**src/rtl/lcd_pkg.sv**
```systemverilog
// rtl/lcd_pkg.sv - shared types, DDRAM addresses and timing helpers for the LCD read path
//
// Contents:
//   rd_state_e   : states of the line read-back FSM
//   nib_op_e     : nibble transfer direction (write / read)
//   nib_state_e  : states of the single-nibble strobe sequencer
//   DDRAM_LINE1/2: Set-DDRAM-address commands for the two display lines
//   calc_*       : delays in CLK cycles derived from the clock frequency
package lcd_pkg;

    typedef enum logic [3:0] {
        S_IDLE,
        S_SET_ADDR_H,
        S_SET_ADDR_L,
        S_ADDR_WAIT,
        S_RD_H,
        S_RD_L,
        S_CHAR_WAIT,
        S_NEXT,
        S_DONE
    } rd_state_e;

    typedef enum logic {
        NIB_WRITE,
        NIB_READ
    } nib_op_e;

    typedef enum logic [2:0] {
        N_IDLE,
        N_SETUP,
        N_EHIGH,
        N_ELOW,
        N_DONE
    } nib_state_e;

    localparam logic [7:0] DDRAM_LINE1 = 8'h80;
    localparam logic [7:0] DDRAM_LINE2 = 8'hC0;

    // Width of every delay counter; covers tADDR at several hundred MHz.
    localparam int DLY_W = 24;

    // A zero-length phase would make the "count reached N-1" compare never
    // match, so every delay is clamped to at least one cycle.
    function automatic int at_least_1(input int v);
        return (v < 1) ? 1 : v;
    endfunction

    function automatic int calc_t1us(input int freq);
        return at_least_1(freq / 1000000);
    endfunction

    function automatic int calc_te(input int freq);
        return calc_t1us(freq);
    endfunction

    function automatic int calc_tel(input int freq);
        return calc_t1us(freq);
    endfunction

    function automatic int calc_tsu(input int freq);
        return at_least_1(calc_t1us(freq) / 5);
    endfunction

    function automatic int calc_taddr(input int freq);
        return 53 * calc_t1us(freq);
    endfunction

    function automatic int calc_tchar(input int freq);
        return 10 * calc_t1us(freq);
    endfunction

endpackage

```
**src/rtl/lcd_nibble_io.sv**
```systemverilog
// rtl/lcd_nibble_io.sv - one E-strobed 4-bit transfer (write or read) on the LCD bus
//
// Ports:
//   clk, rst_n    : clock, asynchronous active-low reset
//   start         : begin a transfer (accepted only while idle)
//   op, rs, data  : direction, register select and write nibble for the transfer
//   release_bus   : while idle, return RS/RW/oe/data to 0
//   done          : one-cycle pulse after the E-low recovery time
//   rd_nib        : nibble sampled on the last E-high cycle of a read
//   lcd_d_in      : LCD data bus input
//   lcd_e, lcd_rw, lcd_rs, lcd_d_out, lcd_d_oe : registered pin controls
module lcd_nibble_io
    import lcd_pkg::*;
#(
    parameter int TSU = 10,
    parameter int TE  = 50,
    parameter int TEL = 50
) (
    input  logic       clk,
    input  logic       rst_n,
    input  logic       start,
    input  nib_op_e    op,
    input  logic       rs,
    input  logic [3:0] data,
    input  logic       release_bus,
    output logic       done,
    output logic [3:0] rd_nib,
    input  logic [3:0] lcd_d_in,
    output logic       lcd_e,
    output logic       lcd_rw,
    output logic       lcd_rs,
    output logic [3:0] lcd_d_out,
    output logic       lcd_d_oe
);

    localparam logic [DLY_W-1:0] TSU_M1 = DLY_W'(TSU - 1);
    localparam logic [DLY_W-1:0] TE_M1  = DLY_W'(TE - 1);
    localparam logic [DLY_W-1:0] TEL_M1 = DLY_W'(TEL - 1);

    nib_state_e       state_q, state_d;
    logic [DLY_W-1:0] cnt_q, cnt_d;
    logic             e_q, e_d;
    logic             rs_q, rs_d;
    logic             rw_q, rw_d;
    logic             oe_q, oe_d;
    logic [3:0]       dout_q, dout_d;
    logic [3:0]       nib_q, nib_d;

    always_ff @(posedge clk or negedge rst_n) begin
        if (!rst_n) begin
            state_q <= N_IDLE;
            cnt_q   <= '0;
            e_q     <= 1'b0;
            rs_q    <= 1'b0;
            rw_q    <= 1'b0;
            oe_q    <= 1'b0;
            dout_q  <= '0;
            nib_q   <= '0;
        end else begin
            state_q <= state_d;
            cnt_q   <= cnt_d;
            e_q     <= e_d;
            rs_q    <= rs_d;
            rw_q    <= rw_d;
            oe_q    <= oe_d;
            dout_q  <= dout_d;
            nib_q   <= nib_d;
        end
    end

    always_comb begin
        state_d = state_q;
        cnt_d   = cnt_q;
        rs_d    = rs_q;
        rw_d    = rw_q;
        oe_d    = oe_q;
        dout_d  = dout_q;
        nib_d   = nib_q;
        unique case (state_q)
            N_IDLE: begin
                if (start) begin
                    // RW and oe flip in the same cycle, so the bus is never
                    // driven while the LCD is allowed to drive it.
                    state_d = N_SETUP;
                    cnt_d   = '0;
                    rs_d    = rs;
                    rw_d    = (op == NIB_READ);
                    oe_d    = (op == NIB_WRITE);
                    dout_d  = (op == NIB_WRITE) ? data : 4'h0;
                end else if (release_bus) begin
                    rs_d   = 1'b0;
                    rw_d   = 1'b0;
                    oe_d   = 1'b0;
                    dout_d = 4'h0;
                end
            end
            N_SETUP: begin
                if (cnt_q == TSU_M1) begin
                    state_d = N_EHIGH;
                    cnt_d   = '0;
                end else begin
                    cnt_d = cnt_q + 1'b1;
                end
            end
            N_EHIGH: begin
                if (cnt_q == TE_M1) begin
                    state_d = N_ELOW;
                    cnt_d   = '0;
                    if (rw_q) begin
                        nib_d = lcd_d_in;
                    end
                end else begin
                    cnt_d = cnt_q + 1'b1;
                end
            end
            N_ELOW: begin
                if (cnt_q == TEL_M1) begin
                    state_d = N_DONE;
                    cnt_d   = '0;
                end else begin
                    cnt_d = cnt_q + 1'b1;
                end
            end
            N_DONE: begin
                state_d = N_IDLE;
            end
            default: begin
                state_d = N_IDLE;
            end
        endcase
        // E is a flop mirroring "in the strobe phase" so the pin cannot
        // glitch on multi-bit state decode.
        e_d = (state_d == N_EHIGH);
    end

    assign done      = (state_q == N_DONE);
    assign rd_nib    = nib_q;
    assign lcd_e     = e_q;
    assign lcd_rw    = rw_q;
    assign lcd_rs    = rs_q;
    assign lcd_d_out = dout_q;
    assign lcd_d_oe  = oe_q;

endmodule

```
**src/rtl/lcd_read_text.sv**
```systemverilog
// rtl/lcd_read_text.sv - read both DDRAM text lines back from an HD44780 LCD in 4-bit mode
//
// Ports:
//   CLK, RESET_N       : clock, asynchronous active-low reset
//   readText           : start pulse, honoured only while idle
//   LCD_D_in           : LCD data bus input (D7..D4)
//   LCD_D_out/LCD_D_oe : bus drive value and drive enable
//   LCD_E/LCD_RW/LCD_RS: LCD strobe, read/write, register select
//   line1, line2       : captured characters, char 0 in the top byte
//   busy               : transfer in progress
//   readingDone        : one-cycle pulse when both lines are captured
module lcd_read_text
    import lcd_pkg::*;
#(
    parameter int LINE_LENGTH = 16,
    parameter int FREQ        = 50000000
) (
    input  logic                   CLK,
    input  logic                   RESET_N,
    input  logic                   readText,
    input  logic [3:0]             LCD_D_in,
    output logic [3:0]             LCD_D_out,
    output logic                   LCD_D_oe,
    output logic                   LCD_E,
    output logic                   LCD_RW,
    output logic                   LCD_RS,
    output logic [8*LINE_LENGTH:1] line1,
    output logic [8*LINE_LENGTH:1] line2,
    output logic                   busy,
    output logic                   readingDone
);

    localparam int LW     = 8 * LINE_LENGTH;
    localparam int T_SU   = calc_tsu(FREQ);
    localparam int T_E    = calc_te(FREQ);
    localparam int T_EL   = calc_tel(FREQ);
    localparam logic [DLY_W-1:0] ADDR_M1 = DLY_W'(calc_taddr(FREQ) - 1);
    localparam logic [DLY_W-1:0] CHAR_M1 = DLY_W'(calc_tchar(FREQ) - 1);
    localparam logic [5:0]       LAST_CHAR = 6'(LINE_LENGTH - 1);

    rd_state_e        state_q, state_d;
    logic             line_sel_q, line_sel_d;
    logic [5:0]       char_idx_q, char_idx_d;
    logic [3:0]       hi_q, hi_d;
    logic [DLY_W-1:0] wait_q, wait_d;
    logic             started_q, started_d;
    logic [LW-1:0]    line1_q, line1_d;
    logic [LW-1:0]    line2_q, line2_d;

    logic       nib_start;
    nib_op_e    nib_op;
    logic       nib_rs;
    logic [3:0] nib_data;
    logic       nib_done;
    logic [3:0] nib_rd;
    logic       bus_release;
    logic [7:0] line_addr;
    logic [7:0] byte_v;

    lcd_nibble_io #(
        .TSU (T_SU),
        .TE  (T_E),
        .TEL (T_EL)
    ) u_nibble_io (
        .clk         (CLK),
        .rst_n       (RESET_N),
        .start       (nib_start),
        .op          (nib_op),
        .rs          (nib_rs),
        .data        (nib_data),
        .release_bus (bus_release),
        .done        (nib_done),
        .rd_nib      (nib_rd),
        .lcd_d_in    (LCD_D_in),
        .lcd_e       (LCD_E),
        .lcd_rw      (LCD_RW),
        .lcd_rs      (LCD_RS),
        .lcd_d_out   (LCD_D_out),
        .lcd_d_oe    (LCD_D_oe)
    );

    always_ff @(posedge CLK or negedge RESET_N) begin
        if (!RESET_N) begin
            state_q    <= S_IDLE;
            line_sel_q <= 1'b0;
            char_idx_q <= '0;
            hi_q       <= '0;
            wait_q     <= '0;
            started_q  <= 1'b0;
            line1_q    <= '0;
            line2_q    <= '0;
        end else begin
            state_q    <= state_d;
            line_sel_q <= line_sel_d;
            char_idx_q <= char_idx_d;
            hi_q       <= hi_d;
            wait_q     <= wait_d;
            started_q  <= started_d;
            line1_q    <= line1_d;
            line2_q    <= line2_d;
        end
    end

    always_comb begin
        state_d    = state_q;
        line_sel_d = line_sel_q;
        char_idx_d = char_idx_q;
        hi_d       = hi_q;
        wait_d     = wait_q;
        started_d  = started_q;
        line1_d    = line1_q;
        line2_d    = line2_q;
        nib_start  = 1'b0;
        nib_op     = NIB_WRITE;
        nib_rs     = 1'b0;
        nib_data   = 4'h0;
        line_addr  = line_sel_q ? DDRAM_LINE2 : DDRAM_LINE1;
        byte_v     = {hi_q, nib_rd};

        // Nibble states fire the sequencer once on entry (started_q) and
        // advance on its done pulse.
        unique case (state_q)
            S_IDLE: begin
                if (readText) begin
                    line_sel_d = 1'b0;
                    char_idx_d = '0;
                    state_d    = S_SET_ADDR_H;
                end
            end
            S_SET_ADDR_H, S_SET_ADDR_L: begin
                nib_op    = NIB_WRITE;
                nib_rs    = 1'b0;
                nib_data  = (state_q == S_SET_ADDR_H) ? line_addr[7:4] : line_addr[3:0];
                nib_start = !started_q;
                if (nib_done) begin
                    started_d = 1'b0;
                    wait_d    = '0;
                    state_d   = (state_q == S_SET_ADDR_H) ? S_SET_ADDR_L : S_ADDR_WAIT;
                end else begin
                    started_d = 1'b1;
                end
            end
            S_ADDR_WAIT: begin
                if (wait_q == ADDR_M1) begin
                    wait_d  = '0;
                    state_d = S_RD_H;
                end else begin
                    wait_d = wait_q + 1'b1;
                end
            end
            S_RD_H, S_RD_L: begin
                nib_op    = NIB_READ;
                nib_rs    = 1'b1;
                nib_start = !started_q;
                if (nib_done) begin
                    started_d = 1'b0;
                    wait_d    = '0;
                    if (state_q == S_RD_H) begin
                        hi_d    = nib_rd;
                        state_d = S_RD_L;
                    end else begin
                        // Constant-index lanes: only the addressed byte moves.
                        for (int i = 0; i < LINE_LENGTH; i++) begin
                            if (char_idx_q == 6'(i)) begin
                                if (line_sel_q) begin
                                    line2_d[8*(LINE_LENGTH-i)-1 -: 8] = byte_v;
                                end else begin
                                    line1_d[8*(LINE_LENGTH-i)-1 -: 8] = byte_v;
                                end
                            end
                        end
                        state_d = S_CHAR_WAIT;
                    end
                end else begin
                    started_d = 1'b1;
                end
            end
            S_CHAR_WAIT: begin
                if (wait_q == CHAR_M1) begin
                    wait_d  = '0;
                    state_d = S_NEXT;
                end else begin
                    wait_d = wait_q + 1'b1;
                end
            end
            S_NEXT: begin
                if (char_idx_q < LAST_CHAR) begin
                    char_idx_d = char_idx_q + 1'b1;
                    state_d    = S_RD_H;
                end else if (!line_sel_q) begin
                    line_sel_d = 1'b1;
                    char_idx_d = '0;
                    state_d    = S_SET_ADDR_H;
                end else begin
                    state_d = S_DONE;
                end
            end
            S_DONE: begin
                state_d = S_IDLE;
            end
            default: begin
                state_d = S_IDLE;
            end
        endcase

        // Clearing the pins on the way into DONE makes them low during the
        // readingDone cycle itself.
        bus_release = (state_d == S_DONE);
    end

    assign busy        = (state_q != S_IDLE) && (state_q != S_DONE);
    assign readingDone = (state_q == S_DONE);
    assign line1       = line1_q;
    assign line2       = line2_q;

endmodule

```
**config.mk**
```make
export PLATFORM = sky130hd
export DESIGN_NAME = lcd_read_text
export DESIGN_NICKNAME = d
export VERILOG_FILES = /design/src/rtl/lcd_pkg.sv /design/src/rtl/lcd_nibble_io.sv /design/src/rtl/lcd_read_text.sv
export SDC_FILE = /design/constraint.sdc
export NUM_CORES = 1
export LEC_CHECK = 0
export CELL_PAD_IN_SITES_DETAIL_PLACEMENT = 1
export CELL_PAD_IN_SITES_GLOBAL_PLACEMENT = 2
export CORE_UTILIZATION = 32
export CTS_CLUSTER_SIZE = 40
export DETAILED_ROUTE_END_ITERATION = 6
export GPL_TIMING_DRIVEN = 1
export PLACE_DENSITY = 0.75
export SLEW_MARGIN = 10
export SYNTH_ARGS = -nofsm -noshare
export SYNTH_HDL_FRONTEND = slang
export SYNTH_SLANG_ARGS = --single-unit
```
**constraint.sdc**
```tcl
create_clock -name CLK -period 2.1 [get_ports CLK]
set_input_delay 0.63 -clock CLK [delete_from_list [all_inputs] [get_ports CLK]]
set_output_delay 0.63 -clock CLK [all_outputs]
set_load 0.005 [all_outputs]
```
; Word-level counts from Yosys, hierarchy flattened
; Index checks and enable logic that the tools add are counted.
[totals]
reg_bits = 334
[op_classes]
n_addsub = 3
magnitude_cmp = 1
eq_ne = 39
n_mux = 42
n_bitwise = 3
reduce_logical = 53
[ops]
columns = cell, count
row1 = $reduce_and A5 Y1, 32
row2 = $mux W24, 6
row3 = $pmux W24 S3, 2
row4 = $add A24 B1 Y24 const B, 2
row5 = $eq A6 B4 Y1 const B, 8
row6 = $mux W4, 12
row7 = $eq A24 B12 Y1 const B, 1
row8 = $eq A24 B4 Y1 const B, 1
row9 = $eq A24 B6 Y1 const B, 1
row10 = $eq A24 B9 Y1 const B, 1
row11 = $eq A6 B3 Y1 const B, 4
row12 = $pmux W4 S6, 1
row13 = $mux W6, 3
row14 = $eq A4 B3 Y1 const B, 4
row15 = $eq A6 B2 Y1 const B, 2
row16 = $mux W3, 4
row17 = $pmux W3 S4, 1
row18 = $pmux W6 S2, 1
row19 = $reduce_and A3 Y1, 4
row20 = $eq A3 B2 Y1 const B, 3
row21 = $mux W1, 9
row22 = $eq A4 B2 Y1 const B, 2
row23 = $eq A4 B4 Y1 const B, 2
row24 = $mux W7, 1
row25 = 24 further kinds, 34

; Logic depth before layout (Yosys ltp)
; Gate-level depths: netlist of the first run.
[depth]
depth_word = 7
mapped_depth = 8
ltp_nobuf = 7

; Cells and area by module
; From an unflattened synthesis of the first run, not the netlist that was laid out.
[hier_totals]
hier_cells = 1040
area_unflattened_um2 = 14372.5
[by_module_without_submodules]
columns = module, instances, cells_per_inst, area_each_um2, seq_area_each_um2
row1 = lcd_read_text, 1, 846, 12415.7, 7407.1
row2 = lcd_nibble_io, 1, 194, 1956.9, 975.9

; Worst setup path after synthesis of the first run
; No wires, ideal clock.
[synth_timing]
path_kind = register to register
from = register u_nibble_io.cnt_q[1]
to = register u_nibble_io.nib_q[0] (netlist: u_nibble_io.rd_nib[0])
arrival_ps = 2091
required_ps = 1975
path_slack_ps = -116
path_stages_with_launch = 8
period_less_slack_ps = 2216
path_cell_list = dfrtp_1 -> inv_1 -> ha_1 -> nor4b_1 -> nand2_1 -> or4_4 -> and4b_2 -> mux2_4
[synth_via]
elab_chain_cells = 2
[synth_rtl]
columns = item, line
row1 = start: declaration, lcd_nibble_io.sv:41  ; logic [DLY_W-1:0] cnt_q, cnt_d;
row2 = start signal: assignment, lcd_nibble_io.sv:61  ; cnt_q <= cnt_d;
row3 = $eq A24 B6 Y1, lcd_nibble_io.sv:106  ; if (cnt_q == TE_M1) begin
row4 = $reduce_and A3 Y1 (no line), -
row5 = end signal: assignment, lcd_nibble_io.sv:67  ; nib_q <= nib_d;
row6 = end: declaration, lcd_nibble_io.sv:47  ; logic [3:0] nib_q, nib_d;
; Every way passes these cells.
; A chain may end at the register's enable or synchronous reset.

; Worst setup path after layout of the first run
[layout_timing]
from = register state_q[2]
to = output port readingDone
[layout_via]
elab_chain_cells = 1
[layout_rtl]
columns = item, line
row1 = start: declaration, lcd_read_text.sv:41  ; rd_state_e state_q, state_d;
row2 = start signal: assignment, lcd_read_text.sv:93  ; state_q <= state_d;
row3 = $eq A4 B4 Y1, lcd_read_text.sv:212  ; assign readingDone = (state_q == S_DONE);
row4 = end: declaration, lcd_read_text.sv:30  ; output logic readingDone
; Every way passes these cells.

==> results.py, run 1 <==
metrics = {
    "global_route": {
        "grt_overflow": 0,
        "grtUsageTotal": 0.205,
        "grt_max_degree": 48,
        "grtUsageMet2": 0.342,
        "antenna_found_initial": 5,
        "grt_pass1_vias": 11400,
        "grt_pass1_wl_mm": 72.9,
        "gr-usage-met1": 0.275,
        "grt_use_met3": 0.0301,
        "grt_busiest_layer": "met2",
    },
    "yosys": {
        "synth-edff-count": 0,
        "syn_area_per_cell_um2": 13.2,
        "yosys_warnings": 0,
        "synthArstFlopShare": 1.00,
        "ys_ff_latch": 332,
        "ys_seq_area_frac": 0.573,
        "netlist_area_um2": 14500,
        "yosysUniqueCellTypes": 71,
        "synthFlopType": "dfrtp_1",
        "netlist_instances": 1100,
    },
    "setup_path": {
        "path_cells": "nor3_2 > buf_4 > buf_6 > and2_4 > buf_6",
        "worst_setup_path_start_kind": "flop",
        "end_kind": "primary output",
        "cp_max_fo": 3,
        "cpPeakStageDelay_ns": 0.40,
        "critPathSlowestCell": "dfrtp_1",
        "crit_type": "reg -> out",
        "critPathArrivalTime_ns": 1.62,
        "timing.critical_path.mode_cell": "buf_6",
        "critPathRequiredTime_ns": 1.47,
    },
    "clock_network": {
        "clkTransAtPathRegs_ns": 0.05,
        "cts.sinks": 332,
        "clock_latency_ns": 0.57,
        "cts_buffer_depth": 3,
        "cts_tree": "built",
        "cts_buffers": 39,
        "root_buffer": "clkbuf_16",
        "cts.htree.levels": 2,
    },
    "run_status": {
        "failed_checks": "negative setup slack",
        "status": "finished with violations",
    },
    "place": {
        "place_ws_ns": -0.0806,
        "placed_cell_area_um2": 18800,
        "dp_hpwl_mm": 31.1,
        "place_inst": 2012,
        "gp_congestion": 0.776,
        "io_buffers": 270,
    },
    "floorplan": {
        "ioPinCount": 273,
        "start_util": 0.326,
        "die-area_um2": 46200,
        "die_x_um": 215,
        "dieHeight_um": 215,
        "core_um2": 44500,
        "num_rows": 77,
    },
    "pwr": {
        "p_per_area_nw_per_um2": 628,
        "power_mw": 13.6,
        "p_leak_nw": 11.5,
        "peakVddDrop_uv": 492,
    },
    "job": {
        "maxCapViolCount": 0,
    },
    "finish": {
        "layout.nets": 1525,
        "fin_area_um2": 21600,
        "n_fill_cell": 4531,
        "drive_gt1_frac": 0.394,
        "fin_cells": 2137,
        "syn2layout_area_growth_pct": 49.0,
        "seq_area_um2": 8310,
        "multi_input_area_um2": 6750,
    },
    "routing": {
        "remaining_drc_errors": 0,
        "drt-pass1-iter-count": 4,
        "via_per_inst": 5.04,
        "routedWlPerCell_um": 22.5,
        "vias": 10800,
        "drt_iter0_drc": 653,
        "routed_wl_mm": 48.0,
        "ant_nets": 0,
    },
    "min_path": {
        "worstHoldPathType": "reg -> reg",
    },
    "sta": {
        "relSlewSlack": 0.557,
        "hold_violations": 0,
        "fin_crit_ns": 2.25,
        "setup_viol": 45,
        "fmax_mhz": 445,
        "rsz0062_at_grt": "yes",
        "post-route-period-util": 1.07,
        "clock_skew_ns": 0.0249,
        "worst-slew-pin-transition_ns": 0.664,
        "maxSlewViolCount": 0,
        "setup_ws_ns": -0.149,
    },
}
## state kept, by name (all words and copies together), names as in the netlist, 4 cells and up
signal,count
char_idx_q,6
wait_q,24
u_nibble_io.rd_nib,4
u_nibble_io.cnt_q,24
state_q,4
hi_q,4
line1,128
line2,128
## Yosys cell counts (16+ instances only)
cell type | count | area (µm²)
nand2_1 | 65 | 244
clkbuf_1 | 51 | 191
a21oi_1 | 25 | 125
inv_1 | 26 | 97.6
nand3_1 | 16 | 80.1
nor2_8 | 16 | 320
nor2_1 | 34 | 128
nand4_1 | 18 | 113
nor4_1 | 19 | 119
dfrtp_1 | 332 | 8310
mux2_2 | 244 | 2750
o21ai_0 | 25 | 125
## worst max-delay path: cells and delay by family, from the launching register on
| family | cells | cell delay, ns |
|---|---|---|
| buffers and inverters | 3 | 0.35 |
| and+or+nand+nor | 2 | 0.32 |
| DFF | 1 | 0.40 |
## path summary, 6_finish.rpt
path                                      start                    end  slack (ns)  depth (start not counted)
min in group asynchronous               RESET_N              line2[44]        0.56                          2
max in group asynchronous               RESET_N             line1[123]        0.79                          4
min                                   line1[30]              line1[30]        0.50                          1
max                                  state_q[2]            readingDone       -0.15                          5
min reg2reg                           line1[30]              line1[30]        0.50                          1
max reg2reg                u_nibble_io.cnt_q[1]  u_nibble_io.rd_nib[3]       -0.14                          8
## layer usage
metal | vias to the layer above | share of wire
met5 | - | 0
met4 | 0 | 0.023
met3 | 64 | 0.037
met2 | 235 | 0.49
met1 | 5672 | 0.45
li1 | 4794 | -
## cell families (layout without fill, tap and decap cells)
| group | after synthesis | count (layout) | share of synthesized area |
|---|---|---|---|
| compound gates | 119 | 119 | 0.0546 |
| xor+xnor | 20 | 20 | 0.0121 |
| fa+ha+maj | 10 | 10 | 0.00837 |
| buf+inv | 91 | 530 | 0.0270 |
| flops | 332 | 332 | 0.573 |
| mux | 265 | 265 | 0.209 |
| other cells | 1 | 7 | 0.000258 |
| simple gates | 262 | 262 | 0.116 |
## cell type report
class / instances / share of cell area
clock buffers: 57 / 0.0529
inverters: 26 / 0.00451
repair buffers: 433 / 0.202
clock inverters: 14 / 0.00885
well taps: 592 / 0.0343
flip-flops and latches: 332 / 0.384
multi-input cells: 678 / 0.312
diodes: 5 / 0.000579
## power by group
part | total [mW] | internal (mW) | switching [mW]
Combinational | 0.188 | 0.0470 | 0.141
Clock | 6.98 | 4.18 | 2.80
Sequential | 6.40 | 6.40 | 0
Total | 13.6 | 10.6 | 2.94
## through the flow
step | setup TNS, ns | utilization | hold WS [ns]
after floorplan | -1.41 | - | 0.334
after global placement | -1.28 | 0.422 | 0.467
after detailed placement | -2.30 | 0.422 | 0.476
after CTS | -2.69 | 0.466 | 0.485
after global routing | -12.54 | 0.486 | 0.514
final | -2.51 | 0.486 | 0.496
## cell usage in the layout, fill, tap and decap left out, drive strengths merged, types with 4 or more instances in the layout
cell type	n
dfrtp	332
mux2	265
buf	165
dlygate4sd2	121
clkdlybuf4s50	97
nand2	74
clkbuf	57
nor2	50
dlymetal6s2s	49
inv	28
o21ai	26
a21oi	25
nor4	22
nand4	18
nand3	17
nor3	14
o211ai	13
and2	12
xnor2	12
or3	11
a22oi	9
o22ai	9
xor2	8
ha	8
clkinv	8
or4	8
and4	7
and3	6
o31ai	6
o2111ai	6
diode	5
nor2b	4
nor4b	4
nor3b	4
## repair_timing
| action | 4_1_cts | 5_1_grt |
|---|---|---|
| gates cloned | 7 | 0 |
| resized for setup | 236 | 200 |
| setup buffers | 29 | 15 |
| hold endpoints to repair | 31 | 0 |
| setup endpoints to repair | 270 | 330 |
| pin swaps | 39 | 42 |
| hold buffers | 1 | 0 |
Note: power is estimated with default switching activity, not from simulation.
==> run 2: changes to the inputs <==
--- a/config.mk
+++ b/config.mk
@@ -11,6 +11,7 @@
 export CTS_CLUSTER_SIZE = 40
 export DETAILED_ROUTE_END_ITERATION = 6
 export GPL_TIMING_DRIVEN = 1
+export MAX_ROUTING_LAYER = met4
 export PLACE_DENSITY = 0.75
 export SLEW_MARGIN = 10
 export SYNTH_ARGS = -nofsm -noshare
==> run 2 against run 1 <==
  * The run still ends with negative setup slack left
  * Combinational power hardly changed
  * Routed wire length is 0.48% higher
  * Critical path depth is 2 higher
  * Highest routed layer unchanged
  * Final cell count hardly changed
  * Register-to-register slack worse by 0.09 ns
  * Count of clock-buffer cells in the layout stayed put
  * Non-clock buffer count is 1 higher
  * First-iteration DRC count is 4.6% lower
==> results.py, run 2 (synthesis results as in run 1) <==
metrics = {
    "floorplan": {
        "core_um2": 44500,
        "num_rows": 77,
        "start_util": 0.326,
        "die-area_um2": 46200,
        "dieHeight_um": 215,
        "ioPinCount": 273,
        "die_x_um": 215,
    },
    "sta": {
        "worst-slew-pin-transition_ns": 0.661,
        "holdWs_ns": 0.496,
        "setup_ws_ns": -0.230,
        "hold_violations": 0,
        "post-route-period-util": 1.11,
        "clock_skew_ns": 0.0239,
        "fmax_mhz": 429,
        "fin_crit_ns": 2.33,
        "rsz0062_at_grt": "yes",
        "maxSlewViolCount": 0,
        "relSlewSlack": 0.559,
        "setup_viol": 50,
    },
    "clock_network": {
        "cts_buffer_depth": 3,
        "cts.sinks": 332,
        "cts.htree.levels": 2,
        "clkTransAtPathRegs_ns": 0.06,
        "cts_buffers": 39,
        "root_buffer": "clkbuf_16",
        "cts_tree": "built",
        "clock_latency_ns": 0.57,
    },
    "setup_path": {
        "r2r_start": "u_nibble_io.cnt_q[0]",
        "critPathArrivalTime_ns": 2.77,
        "crit_type": "reg -> reg",
        "critPathSlowestCell": "dfrtp_1",
        "path_cells": "ha_4 > nor4b_4 > nand2_2 > buf_6 > or4_4 > and4b_2 > mux2_4",
        "end_kind": "flop",
        "cp_max_fo": 4,
        "cpPeakStageDelay_ns": 0.46,
        "worst_setup_path_start_kind": "flop",
        "critPathRequiredTime_ns": 2.54,
        "critPathLaunch": "u_nibble_io.cnt_q[0]",
    },
    "run_status": {
        "status": "finished with violations",
        "failed_checks": "negative setup slack",
    },
    "global_route": {
        "grt_max_degree": 48,
        "grt_pass1_vias": 11400,
        "antenna_found_initial": 5,
        "grt_pass1_wl_mm": 72.9,
        "grtUsageTotal": 0.211,
        "grt_overflow": 0,
    },
    "place": {
        "place_inst": 2012,
        "io_buffers": 270,
        "place_ws_ns": -0.0806,
        "gp_congestion": 0.787,
        "dp_hpwl_mm": 31.1,
    },
    "finish": {
        "seq_area_um2": 8310,
        "n_fill_cell": 4544,
        "fin_cells": 2138,
        "layout_common_cells": "dfrtp_1 (330), mux2_2 (133), mux2_4 (132), dlygate4sd2_1 (121), buf_4 (115)",
        "syn2layout_area_growth_pct": 49.0,
        "drive_gt1_frac": 0.389,
        "layout_commonest_cell": "dfrtp_1",
        "multi_input_area_um2": 6720,
        "layout.nets": 1526,
    },
    "routing": {
        "drt-pass1-iter-count": 4,
        "drt_iter0_drc": 623,
        "via_per_inst": 5.02,
        "remaining_drc_errors": 0,
        "routed_wl_mm": 48.2,
        "vias": 10700,
        "ant_nets": 0,
        "routedWlPerCell_um": 22.5,
    },
    "pwr": {
        "p_leak_nw": 11.5,
        "p_per_area_nw_per_um2": 628,
        "peakVddDrop_uv": 496,
    },
    "min_path": {
        "min_from": "line1[30]",
        "worstHoldPathType": "reg -> reg",
    },
    "job": {
        "maxCapViolCount": 0,
    },
}
## run 2: final timing paths
path / to / slack (ns) / depth (start not counted)
max: u_nibble_io.rd_nib[3] / -0.23 / 7
min in group asynchronous: line2[44] / 0.56 / 2
max reg2reg: u_nibble_io.rd_nib[3] / -0.23 / 7
min reg2reg: line1[30] / 0.50 / 1
min: line1[30] / 0.50 / 1
max in group asynchronous: line1[115] / 0.79 / 4
## run 2: cell type report
cell class | instances | area share
antenna | 5 | 0.000579
clock inverter | 14 | 0.00886
timing repair buffer | 434 | 0.204
tap | 592 | 0.0343
multi-input combinational | 678 | 0.311
clock buffer | 57 | 0.0529
inverter | 26 | 0.00452
sequential | 332 | 0.385
## run 2: per-stage QoR
step                      utilization  power (mW)  cell area [µm²]  TNS (ns)
after floorplan                     -        6.52            14600     -1.41
after global placement          0.422        6.71            18800     -1.28
after detailed placement        0.422        6.71            18800     -2.30
after CTS                       0.466        13.8            20800     -2.69
after global routing            0.485        14.0            21600    -14.70
final                           0.486        13.6            21600     -3.96
## run 2: metal layers
metal	GRT usage	routed length (µm)	share of wire
met1	0.275	21400	0.44
met2	0.342	23800	0.49
met3	0.0289	1900	0.039
met4	0.0626	1100	0.023
met5	-	0	0
## run 2: critical path, delay by kind of cell (launching register included)
kind / cells / cell delay (ns)
multiplexers: 1 / 0.32
adder cells (fa/ha/maj): 1 / 0.17
AND/OR/NAND/NOR: 4 / 1.14
buffers and inverters: 1 / 0.13
flip-flops: 1 / 0.46
## run 2: power by group
group          switching [mW]  leakage (nW)  total [mW]  internal (mW)
sequential                  0          4.58        6.40           6.40
clock                    2.81         0.655        6.99           4.18
combinational           0.140          6.28       0.187         0.0469
## run 2: repair_timing
item,4_1_cts,5_1_grt
gates resized for setup,236,193
setup buffers,29,14
gates cloned,7,1
endpoints found under the setup margin,270,329
hold buffers,1,0
pin swaps,39,36
hold endpoints to repair,31,0
==> run 3: changes to the inputs <==
--- a/config.mk
+++ b/config.mk
@@ -11,6 +11,7 @@
 export CTS_CLUSTER_SIZE = 40
 export DETAILED_ROUTE_END_ITERATION = 6
 export GPL_TIMING_DRIVEN = 1
+export HOLD_SLACK_MARGIN = 0.03
 export MAX_ROUTING_LAYER = met4
 export PLACE_DENSITY = 0.75
 export SLEW_MARGIN = 10
==> results of run 3 <==
Same layout as run 2: the final DEF is identical, and so are final timing and power.
